$ cat config.mk
export PLATFORM = sky130hd
export DESIGN_NAME = load_store_unit
export DESIGN_NICKNAME = d
export VERILOG_FILES = /design/src/rtl/mips_mem_pkg.sv /design/src/rtl/lsu_lane_align.sv /design/src/rtl/load_store_unit.sv
export SDC_FILE = /design/constraint.sdc
export NUM_CORES = 1
export LEC_CHECK = 0
export ABC_AREA = 1
export CAP_MARGIN = 20
export CORE_MARGIN = 2
export CORE_UTILIZATION = 25
export CTS_BUF_LIST = sky130_fd_sc_hd__clkbuf_2 sky130_fd_sc_hd__clkbuf_4 sky130_fd_sc_hd__clkbuf_8
export CTS_CLUSTER_SIZE = 30
export DETAILED_ROUTE_END_ITERATION = 16
export PLACE_DENSITY = 0.47
export RECOVER_POWER = 50
export SLEW_MARGIN = 20
export SYNTH_ARGS = -nofsm -noshare
export SYNTH_HDL_FRONTEND = slang
export SYNTH_SLANG_ARGS = --single-unit
$ cat constraint.sdc
create_clock -name clk -period 2.43 [get_ports clk]
set_input_delay 0.3645 -clock clk [delete_from_list [all_inputs] [get_ports clk]]
set_output_delay 0.3645 -clock clk [all_outputs]
set_load 0.01 [all_outputs]
$ cat src/rtl/mips_mem_pkg.sv
// Shared encodings for the MEM-stage load/store path: access size codes and
// the load/store unit state machine.
package mips_mem_pkg;

    localparam logic [1:0] SZ_BYTE = 2'b00;
    localparam logic [1:0] SZ_HALF = 2'b01;
    localparam logic [1:0] SZ_WORD = 2'b10;
    localparam logic [1:0] SZ_RSVD = 2'b11;

    typedef enum logic [2:0] {
        LSU_IDLE   = 3'd0,
        LSU_RD     = 3'd1,
        LSU_WR     = 3'd2,
        LSU_RMW_RD = 3'd3,
        LSU_RMW_WR = 3'd4,
        LSU_RESP   = 3'd5
    } lsu_state_t;

endpackage

$ cat src/rtl/lsu_lane_align.sv
// Big-endian lane steering: pulls a byte/half out of a memory word (with sign or
// zero extension) and splices store data into a memory word.
module lsu_lane_align
    import mips_mem_pkg::*;
(
    input  logic [31:0] i_word,
    input  logic [31:0] i_wdata,
    input  logic [1:0]  i_off,
    input  logic [1:0]  i_size,
    input  logic        i_unsigned,
    output logic [31:0] o_extract,
    output logic [31:0] o_merge
);

    // Offset 0 is the most significant lane, so the shift is (3-off) bytes.
    logic [4:0]  w_bsh;
    logic [4:0]  w_hsh;
    logic [7:0]  w_byte;
    logic [15:0] w_half;

    assign w_bsh  = {~i_off, 3'b000};
    assign w_hsh  = {~i_off[1], 4'b0000};
    assign w_byte = 8'(i_word >> w_bsh);
    assign w_half = 16'(i_word >> w_hsh);

    always_comb begin
        o_extract = i_word;
        o_merge   = i_wdata;
        case (i_size)
            SZ_BYTE: begin
                o_extract = i_unsigned ? {24'h0, w_byte} : {{24{w_byte[7]}}, w_byte};
                o_merge   = (i_word & ~(32'h0000_00FF << w_bsh))
                          | ({24'h0, i_wdata[7:0]} << w_bsh);
            end
            SZ_HALF: begin
                o_extract = i_unsigned ? {16'h0, w_half} : {{16{w_half[15]}}, w_half};
                o_merge   = (i_word & ~(32'h0000_FFFF << w_hsh))
                          | ({16'h0, i_wdata[15:0]} << w_hsh);
            end
            default: begin
                o_extract = i_word;
                o_merge   = i_wdata;
            end
        endcase
    end

endmodule

$ cat src/rtl/load_store_unit.sv
// MEM-stage initiator for data_memory: sequences read / write / read-modify-write
// accesses and holds the pipeline stalled until each one completes.
module load_store_unit
    import mips_mem_pkg::*;
#(
    parameter int MEM_BYTES = 128
) (
    input  logic        clk,
    input  logic        rst,
    input  logic        req_valid,
    input  logic        req_write,
    input  logic [1:0]  req_size,
    input  logic        req_unsigned,
    input  logic [31:0] req_addr,
    input  logic [31:0] req_wdata,
    output logic        stall,
    output logic        resp_valid,
    output logic [31:0] resp_data,
    output logic        fault,
    output logic [31:0] mem_address,
    output logic [31:0] mem_writeData,
    output logic        mem_memWrite,
    output logic        mem_memRead,
    input  logic [31:0] mem_readData
);

    lsu_state_t  r_state;
    logic [29:0] r_word_addr;
    logic [1:0]  r_off;
    logic [1:0]  r_size;
    logic        r_uns;
    logic [31:0] r_wdata;
    logic [31:0] r_merge;
    logic [31:0] r_resp_data;

    logic        w_idle;
    logic        w_busy;
    logic        w_bad;
    logic        w_accept;
    logic [31:0] w_lane_word;
    logic [31:0] w_extract;
    logic [31:0] w_merge;

    assign w_idle = (r_state == LSU_IDLE);
    assign w_busy = (r_state == LSU_RD) || (r_state == LSU_WR)
                 || (r_state == LSU_RMW_RD) || (r_state == LSU_RMW_WR);

    // Range test is on the enclosing aligned word, so every lane of it must exist.
    assign w_bad = (req_size == SZ_RSVD)
                || ((req_size == SZ_HALF) && req_addr[0])
                || ((req_size == SZ_WORD) && (req_addr[1:0] != 2'b00))
                || ({req_addr[31:2], 2'b00} > 32'(MEM_BYTES - 4));

    assign fault    = w_idle && req_valid && w_bad;
    assign w_accept = w_idle && req_valid && !w_bad;
    assign stall    = w_busy || w_accept;

    assign resp_valid    = (r_state == LSU_RESP);
    assign resp_data     = r_resp_data;
    assign mem_address   = {r_word_addr, 2'b00};
    assign mem_memRead   = (r_state == LSU_RD) || (r_state == LSU_RMW_RD);
    assign mem_memWrite  = (r_state == LSU_WR) || (r_state == LSU_RMW_WR);
    assign mem_writeData = (r_state == LSU_RMW_WR) ? w_merge
                         : (r_state == LSU_WR)     ? r_wdata : 32'h0;

    // One aligner serves both paths: live read data for loads, merge word for RMW.
    assign w_lane_word = (r_state == LSU_RMW_WR) ? r_merge : mem_readData;

    lsu_lane_align u_align (
        .i_word     (w_lane_word),
        .i_wdata    (r_wdata),
        .i_off      (r_off),
        .i_size     (r_size),
        .i_unsigned (r_uns),
        .o_extract  (w_extract),
        .o_merge    (w_merge)
    );

    always_ff @(posedge clk) begin
        if (w_accept) begin
            r_word_addr <= req_addr[31:2];
            r_off       <= req_addr[1:0];
            r_size      <= req_size;
            r_uns       <= req_unsigned;
            r_wdata     <= req_wdata;
        end
    end

    always_ff @(posedge clk) begin
        if (rst) begin
            r_state     <= LSU_IDLE;
            r_resp_data <= '0;
            r_merge     <= '0;
        end else begin
            case (r_state)
                LSU_IDLE: begin
                    if (w_accept) begin
                        if (!req_write)              r_state <= LSU_RD;
                        else if (req_size == SZ_WORD) r_state <= LSU_WR;
                        else                          r_state <= LSU_RMW_RD;
                    end
                end
                LSU_RD: begin
                    r_resp_data <= w_extract;
                    r_state     <= LSU_RESP;
                end
                LSU_RMW_RD: begin
                    r_merge <= mem_readData;
                    r_state <= LSU_RMW_WR;
                end
                LSU_RMW_WR, LSU_WR: begin
                    r_resp_data <= '0;
                    r_state     <= LSU_RESP;
                end
                default: r_state <= LSU_IDLE;
            endcase
        end
    end

endmodule

# == Yosys cells after proc, flatten, opt, wreduce, memory -nomap -nowiden ==
# Cells that the tools add are included.
# Widths: inputs -> output; s select.
# word_totals
regBits,134
in_bits,103
output_inout_bits,101
# op_classes
order_cmp,1
n_eq_ne,10
n_shift,6
n_mux,12
bitwise_logic,8
n_reduce_logical,21
# op_table
op,n
$pmux 32 s2,3
$mux 32,5
$and 32x32->32,2
$not 32->32,2
$or 32x32->32,2
$gt 32x7->1 const B,1
$shl 16x5->32,1
$shl 16x5->32 const A,1
$shl 8x5->32,1
$shl 8x5->32 const A,1
$shr 32x5->16,1
$shr 32x5->8,1
$logic_or 1x1->1,9
$pmux 3 s3,1
$eq 3x2->1 const B,2
$eq 3x3->1 const B,2
$logic_and 1x1->1,5
$eq 2x1->1 const B,2
$eq 2x2->1 const B,2
$reduce_bool 2->1,2
$eq 3x1->1 const B,1
$logic_not 3->1,1
$mux 3,1
$reduce_or 3->1,1
8 further kinds,8

# == Longest topological paths before layout ==
# Gate-level depths: netlist of run 1.
# logic_depth
depth_word,9
mapped_depth,12
depth_no_buf,11

# == Hierarchy ==
# From an unflattened synthesis of run 1, not the netlist that was laid out.
# hier_totals
cells_unflattened,944
hier_area_um2,7449.6
# by_module_without_submodules
mod,instances,cells_each,area_each_um2
load_store_unit,1,548,5496.5
lsu_lane_align,1,396,1953.1

# == Least setup slack after synthesis of run 1 ==
# No wires, ideal clock.
# synth_timing
path_type,input -> register
startpoint,input req_addr[15]
endpoint,register r_off[0] (enable)
setup_ns,0.421
arrival_time_ns,2.198
slack_ns,-0.189
path_stages,5
path_buffers,0
path_cell_list,nor2_1 nand4_1 nor3_1 nand3b_1 inv_1
# synth_via
elab_chain_len,4
# synth_rtl
item,line,text
"start, declared",load_store_unit.sv:14,"input logic [31:0] req_addr,"
$gt 32x7->1,load_store_unit.sv:52,"|| ({req_addr[31:2], 2'b00} > 32'(MEM_BYTES - 4));"
$logic_or 1x1->1,load_store_unit.sv:52,
$logic_not 1->1,load_store_unit.sv:55,assign w_accept = w_idle && req_valid && !w_bad;
$logic_and 1x1->1,load_store_unit.sv:55,
via w_accept,load_store_unit.sv:39,logic w_accept;
"end signal, assigned",load_store_unit.sv:82,r_off <= req_addr[1:0];
"end, declared",load_store_unit.sv:29,logic [1:0] r_off;
# The timed path passes the listed nets, and every way through them passes these cells.
# A chain may end at the register's enable or synchronous reset.

# == Worst setup path in the final report of run 1 ==
# layout_timing
startpoint,register r_state[0]
endpoint,output mem_writeData[19]
# layout_via
elab_chain_len,6
word_cells_on_any_way,10
# layout_rtl
item,line,text
"start, declared",load_store_unit.sv:27,lsu_state_t r_state;
"start signal, assigned",load_store_unit.sv:91,r_state <= LSU_IDLE;
"start signal, assigned",load_store_unit.sv:98,if (!req_write) r_state <= LSU_RD;
"start signal, assigned",load_store_unit.sv:99,else if (req_size == SZ_WORD) r_state <= LSU_WR;
$eq 3x3->1,"load_store_unit.sv:63, load_store_unit.sv:67",
$mux 32,load_store_unit.sv:67,assign w_lane_word = (r_state == LSU_RMW_WR) ? r_merge : mem_readData;
"$and 32x32->32, on equally long branches","lsu_lane_align.sv:37, lsu_lane_align.sv:32",
"$or 32x32->32, on equally long branches","lsu_lane_align.sv:38, lsu_lane_align.sv:33",
$pmux 32 s2,lsu_lane_align.sv:29,case (i_size)
$mux 32 (*),load_store_unit.sv:63,assign mem_writeData = (r_state == LSU_RMW_WR) ? w_merge
"end, declared",load_store_unit.sv:21,"output logic [31:0] mem_writeData,"
# Every way passes the cells marked *; elsewhere a longest branch is shown, timed or not.

==> results.toml, run 1 <==
[floorplan]
core_area_mm2 = 0.0279
rows = 61
die_w_um = 173
dieArea_mm2 = 0.0298
io_pins = 204
die_h_um = 173
start_util = 0.255

[clock_network]
clock_latency_ns = 0.47
tritoncts = "done"
htreeDepth = 4
cts_max_path_buffers = 2
cts.sinks = 134
path_clk_slew_ns = 0.09
cts_buffers = 17
root_buffer = "clkbuf_8"

[cells_and_area]
fill_cells = 2849
post-route-cell-area_mm2 = 0.0119
finalNetCount = 1401
antenna_cells = 0
final_util = 0.427
area_growth_pct = 67.5
stdcell_count = 1689
drive_above_1_share = 0.281

[global_routing]
grt_pass1_wl_mm = 43.9
grt_pass1_vias = 7648
antenna_found_initial = 0
track_usage = 0.191
grt_max_degree = 48
overflow = 0

[timing]
fin_skew_ns = 0.0193
min_period_ns = 2.56
slew_headroom = 0.383
whs_ns = 0.260
layout_setup_ws_ns = -0.125
finalSetupViolCount = 23
report.final.slew_viol_count = 0
fmax_mhz = 391
worst_slew_pin_slew_ns = 0.926
rsz0062_at_grt = "yes"
period_share = 1.05
hold_viol = 0

[place]
portBuffers = 201
pre_cts_slack_ns = -0.289
placed_area_mm2 = 0.0106
gp_congestion = 0.904
hpwl_mm = 21.7
dp.cells = 1637

[logic_synthesis]
ys_warn_count = 0
async_reset_ff_frac = 0
yosysTopAreaCell = "edfxtp_1"
synth_edf_count = 67
synth_top_area_frac = 0.283
ys_types = 32
synthFlopType = "edfxtp_1"
ys_top_cells_by_area = "edfxtp_1 (28%), dfxtp_1 (19%), nand2_1 (17%)"
yosysMostFrequentCell = "nand2_1"
syn_inst = 963
syn_area_per_cell_um2 = 7.37
synth_common_cells = "nand2_1 (324), inv_1 (98), o21ai_0 (79)"
netlist_area_mm2 = 0.00710
synth_seq_cells = 134
synth_seq_area_share = 0.472

[route]
antenna_left = 0
drtPass1Iterations = 6
wire_per_inst_um = 17.0
drt_wl_total_mm = 28.7
num_vias = 7672
drc = 0
routed_via_density = 4.54
drtIter0Drc = 453

[power_and_ir_drop]
p_leak_nw = 5.08
ir_drop_v = 0.000324
p_per_area_mw_per_mm2 = 432

[worst_setup_path]
cp.arrival_ns = 2.19
worstPathRequired_ns = 2.07
cp_max_fo = 7
crit_type = "reg -> out"
endpoint_kind = "output port"
reg2reg_depth = 12
critPathLaunchType = "register"

[run_status]
violations = "negative setup slack"
outcome = "finished with violations"

[job]
maxCapViolCount = 0

[min_path]
whs_path_depth = 2
hp-class = "in -> reg"
-- repair_timing --
item | CTS | global route
cloned | 2 | 1
resized for setup | 293 | 93
setup endpoints to repair | 35 | 36
pin swaps | 23 | 37
buffers inserted | 20 | 5
hold buffers | 0 | 0
-- state kept, by name, indices dropped and copies added, names as in the netlist --
signal,flops
r_merge,32
r_wdata,32
resp_data,32
r_word_addr,30
r_state,3
r_off,2
r_size,2
r_uns,1
-- worst max-delay path: stages (launching register included) --
cell and delay, ns:
dfxtp_2 0.34, nor2_4 0.14, nand2_4 0.13, buf_12 0.17, buf_12 0.13, buf_12 0.13, o21ai_4 0.21, o22ai_2 0.08
nand2_1 0.06, nand4_1 0.07, nand2_1 0.07, nand2_1 0.07, buf_6 0.12
-- layout make-up --
cell class,count,area [um2],area share
flip-flops and latches,134,3360,0.282
clock buffers,17,234,0.0197
well taps,378,473,0.0398
inverters,102,402,0.0338
multi-input cells,671,3750,0.315
repair buffers,372,3480,0.292
clock inverters,15,204,0.0171
-- layout by cell type (no fill, tap or decap), types with 29 or more instances in the layout --
cell type	instances
o21ai_0	33
inv_1	84
buf_4	125
nand2_1	295
nor2_1	48
dfxtp_1	65
a211oi_1	29
clkdlybuf4s50_1	64
edfxtp_1	67
dlygate4sd3_1	100
o21ai_1	33
a21oi_1	46
buf_6	37
-- final timing paths --
check                                                from                         to  slack (ns)
worst max-delay path              r_state[0]$_SDFFE_PP0P_          mem_writeData[19]       -0.13
worst min-delay path                         req_addr[14]  r_word_addr[12]$_DFFE_PP_        0.26
worst max register to register    r_state[0]$_SDFFE_PP0P_  resp_data[3]$_SDFFE_PP0P_        0.42
worst min register to register  resp_data[7]$_SDFFE_PP0P_  resp_data[7]$_SDFFE_PP0P_        0.46
-- stage by stage --
| stage | total power [mW] | setup TNS (ns) |
|---|---|---|
| floorplan | 2.58 | 0 |
| global placement | 3.00 | -4.82 |
| detailed placement | 3.00 | -4.73 |
| CTS | 5.20 | -2.99 |
| global route | 5.34 | -5.48 |
| finish | 5.14 | -1.47 |
-- logic make-up (layout without fill, tap and decap cells) --
| family | after synthesis | after routing | share of synthesized area |
|---|---|---|---|
| other cells | 1 | 2 | 0.000528 |
| buf+inv | 159 | 506 | 0.0895 |
| compound gates | 229 | 229 | 0.182 |
| flops | 134 | 134 | 0.472 |
| simple gates | 440 | 440 | 0.255 |
-- per-layer routing --
layer / up-vias / wire length [um] / share of wire / track usage
met4: 0 / 648 / 0.023 / 0.0545
met1: 3486 / 12500 / 0.44 / 0.235
li1: 3888 / - / - / -
met2: 268 / 13400 / 0.47 / 0.320
met5: - / 0 / 0 / 0
met3: 30 / 2210 / 0.077 / 0.0618
-- report_power, final --
part	switching (mW)	leakage, nW	internal (mW)
registers	0.00202	1.14	2.37
clock network	1.07	0.226	1.07
logic	0.300	3.71	0.334
total	1.37	5.08	3.77
Power figures use the tool's default switching activity.
==> run 2, diff against run 1 <==
Settings changed: SLEW_MARGIN 20 to unset.
==> results of run 2 <==
Final layout, timing and power as in run 1 (identical DEF).
==> run 3, diff against run 2 <==
Settings changed: CELL_PAD_IN_SITES_DETAIL_PLACEMENT set to 1, CELL_PAD_IN_SITES_GLOBAL_PLACEMENT set to 2, CORE_UTILIZATION 25 to 24, PLACE_DENSITY 0.47 to 0.75.
==> run 3 against run 2 <==
The flow still finishes with violations (negative setup slack). Hold slack improved by 0.033 ns. Utilization down 0.28 points. Clock skew is 0.0055 ns lower. Total power decreased by 3.5%. Flip-flop and latch count unchanged. Critical path depth unchanged. Global-route usage grew 0.96 points. Clock power down 10%. Sequential power is essentially flat. Register-to-register slack lost 0.14 ns.
==> results.toml, run 3 (same netlist as run 1, synthesis figures left out) <==
[cells_and_area]
antenna_cells = 0
multi_input_area_mm2 = 0.00394
area_growth_pct = 72.8
layout_commonest_cell = "nand2_1"
ff_latch_area_mm2 = 0.00336
drive_above_1_share = 0.302
finalNetCount = 1417
fill_cells = 3400
final_cell_mix = "nand2_1 (286), buf_4 (123), clkdlybuf4s50_1 (98)"

[power_and_ir_drop]
switching_share = 0.278
ir_drop_v = 0.000241
pwr-share-clk = 0.387
total_power_mw = 4.96
p_leak_nw = 5.11
pwr-share-comb = 0.136
seq_power_share = 0.478
p_per_area_mw_per_mm2 = 404
p_int_mw = 3.58
p_switching_mw = 1.38

[clock_network]
path_clk_slew_ns = 0.09
tritoncts = "done"
root_buffer = "clkbuf_8"
cts_buffers = 17
clock_latency_ns = 0.46
cts.sinks = 134
cts_max_path_buffers = 2
htreeDepth = 4

[global_routing]
grt_pass1_wl_mm = 47.6
antenna_found_initial = 0
grt_max_degree = 48
overflow = 0
track_usage = 0.201
grt_pass1_vias = 8439

[place]
hpwl_mm = 22.9
portBuffers = 201
pre_cts_slack_ns = -0.284
gp_congestion = 0.904

[floorplan]
die_h_um = 176
start_util = 0.245
dieArea_mm2 = 0.0310
core_area_mm2 = 0.0289
die_w_um = 176
io_pins = 204
rows = 62

[run_status]
violations = "negative setup slack"
outcome = "finished with violations"

[route]
drt_wl_total_mm = 31.6
drtPass1Iterations = 4
num_vias = 7975
antenna_left = 0
wire_per_inst_um = 18.5
drc = 0
drtIter0Drc = 373
routed_via_density = 4.66

[timing]
min_period_ns = 2.56
tns_ns = -2.20
report.final.slew_viol_count = 0
layout_setup_ws_ns = -0.133
fmax_mhz = 390
fin_skew_ns = 0.0138
worst_slew_pin_slew_ns = 0.785
slew_headroom = 0.477
hold_viol = 0
finalSetupViolCount = 30
rsz0062_at_grt = "yes"
whs_ns = 0.293
period_share = 1.05

[worst_setup_path]
worstPathRequired_ns = 2.07
critPathLaunchType = "register"
crit_chain = "nor2_4 > buf_12 > nand2_8 > buf_12 > o21ai_4 > inv_2 > o22ai_2 > nand2_1 > nand3_2 > nand2_2 > nand2_2 > buf_6"
crit_type = "reg -> out"
slowest_stage = "dfxtp_2"
r2r_slack_ns = 0.28
cp.arrival_ns = 2.20
slowest_delay_ns = 0.34
cp_max_fo = 9
r2r_end = "r_wdata[9]$_DFFE_PP_"
reg2reg_depth = 9
endpoint_kind = "output port"
r2r_start = "r_state[0]$_SDFFE_PP0P_"

[job]
maxCapViolCount = 0

[min_path]
min-delay-start = "req_size[1]"
whs_endpoint = "r_size[1]$_DFFE_PP_"
hp-class = "in -> reg"
whs_path_depth = 2
[run 3: changes by cell type in the layout (fill, tap and decap cells not counted), moves of 4 or more]
cell,delta
buf_6,+22
clkdlybuf4s50_1,+34
clkinv_4,+4
dlygate4sd3_1,-34
inv_8,-4
nand2_1,-9
nand2_4,+10
o21ai_1,-6
o21ai_4,+5
[run 3: metal layers]
layer / routed length (um) / track usage / part of all wire / vias up
met1: 13000 / 0.243 / 0.41 / 3793
met2: 15500 / 0.343 / 0.49 / 233
met4: 847 / 0.0675 / 0.027 / 0
met3: 2170 / 0.0547 / 0.069 / 40
li1: - / - / - / 3909
met5: 0 / 0 / 0 / -
[run 3: power groups by stage]
stage	Combinational (mW)	Clock, mW	Sequential [mW]
after floorplan	0.154	0	2.43
after global placement	0.551	0	2.42
after detailed placement	0.555	0	2.42
after CTS	0.620	1.98	2.37
after global routing	0.715	2.08	2.37
final	0.673	1.92	2.37
[run 3: repair_timing]
action / 4_1_cts / 5_1_grt
hold buffers: 0 / 0
buffers inserted: 36 / 28
pin swaps: 24 / 61
gates resized for setup: 303 / 155
hold endpoints to repair: 0 / 0
gates cloned: 5 / 2
setup endpoints to repair: 35 / 35
[run 3: worst max-delay path by stage]
| stage | start | end | slack (ns) | depth (start not counted) |
|---|---|---|---|---|
| 2_1_floorplan | r_state[2]$_SDFFE_PP0P_ | r_off[0]$_DFFE_PP_ | 0.15 | 6 |
| 3_3_place_gp | mem_readData[8] | mem_writeData[8] | -0.29 | 10 |
| 3_5_place_dp | mem_readData[8] | mem_writeData[8] | -0.28 | 10 |
| 4_1_cts | r_state[1]$_SDFFE_PP0P_ | mem_writeData[26] | -0.16 | 13 |
| 5_1_grt | r_off[1]$_DFFE_PP_ | mem_writeData[23] | -0.27 | 9 |
| 6_report | r_state[0]$_SDFFE_PP0P_ | mem_writeData[26] | -0.13 | 12 |
[run 3: per-stage QoR]
| step | cells | util | area, um2 |
|---|---|---|---|
| final | 1711 | 0.424 | 12300 |
| after global routing | 1711 | 0.424 | 12300 |
| after CTS | 1689 | 0.398 | 11500 |
| after detailed placement | 1617 | 0.357 | 10300 |
| after global placement | 1617 | 0.357 | 10300 |
| after floorplan | 964 | - | 7110 |
[run 3: worst max-delay path, delay by kind of cell, from the launching register on]
family | cells | cell delay, ns
AND/OR/NAND/NOR | 6 | 0.54
buffers and inverters | 4 | 0.47
flip-flops | 1 | 0.34
AO/OA/AOI/OAI | 2 | 0.39
[run 3: layout make-up]
type                            count  share of cell area
Sequential cell                   134               0.274
Clock inverter                     14              0.0114
Tap cell                          384              0.0392
Clock buffer                       18              0.0202
Multi-Input combinational cell    674               0.321
Inverter                          102              0.0325
Timing Repair Buffer              385               0.302
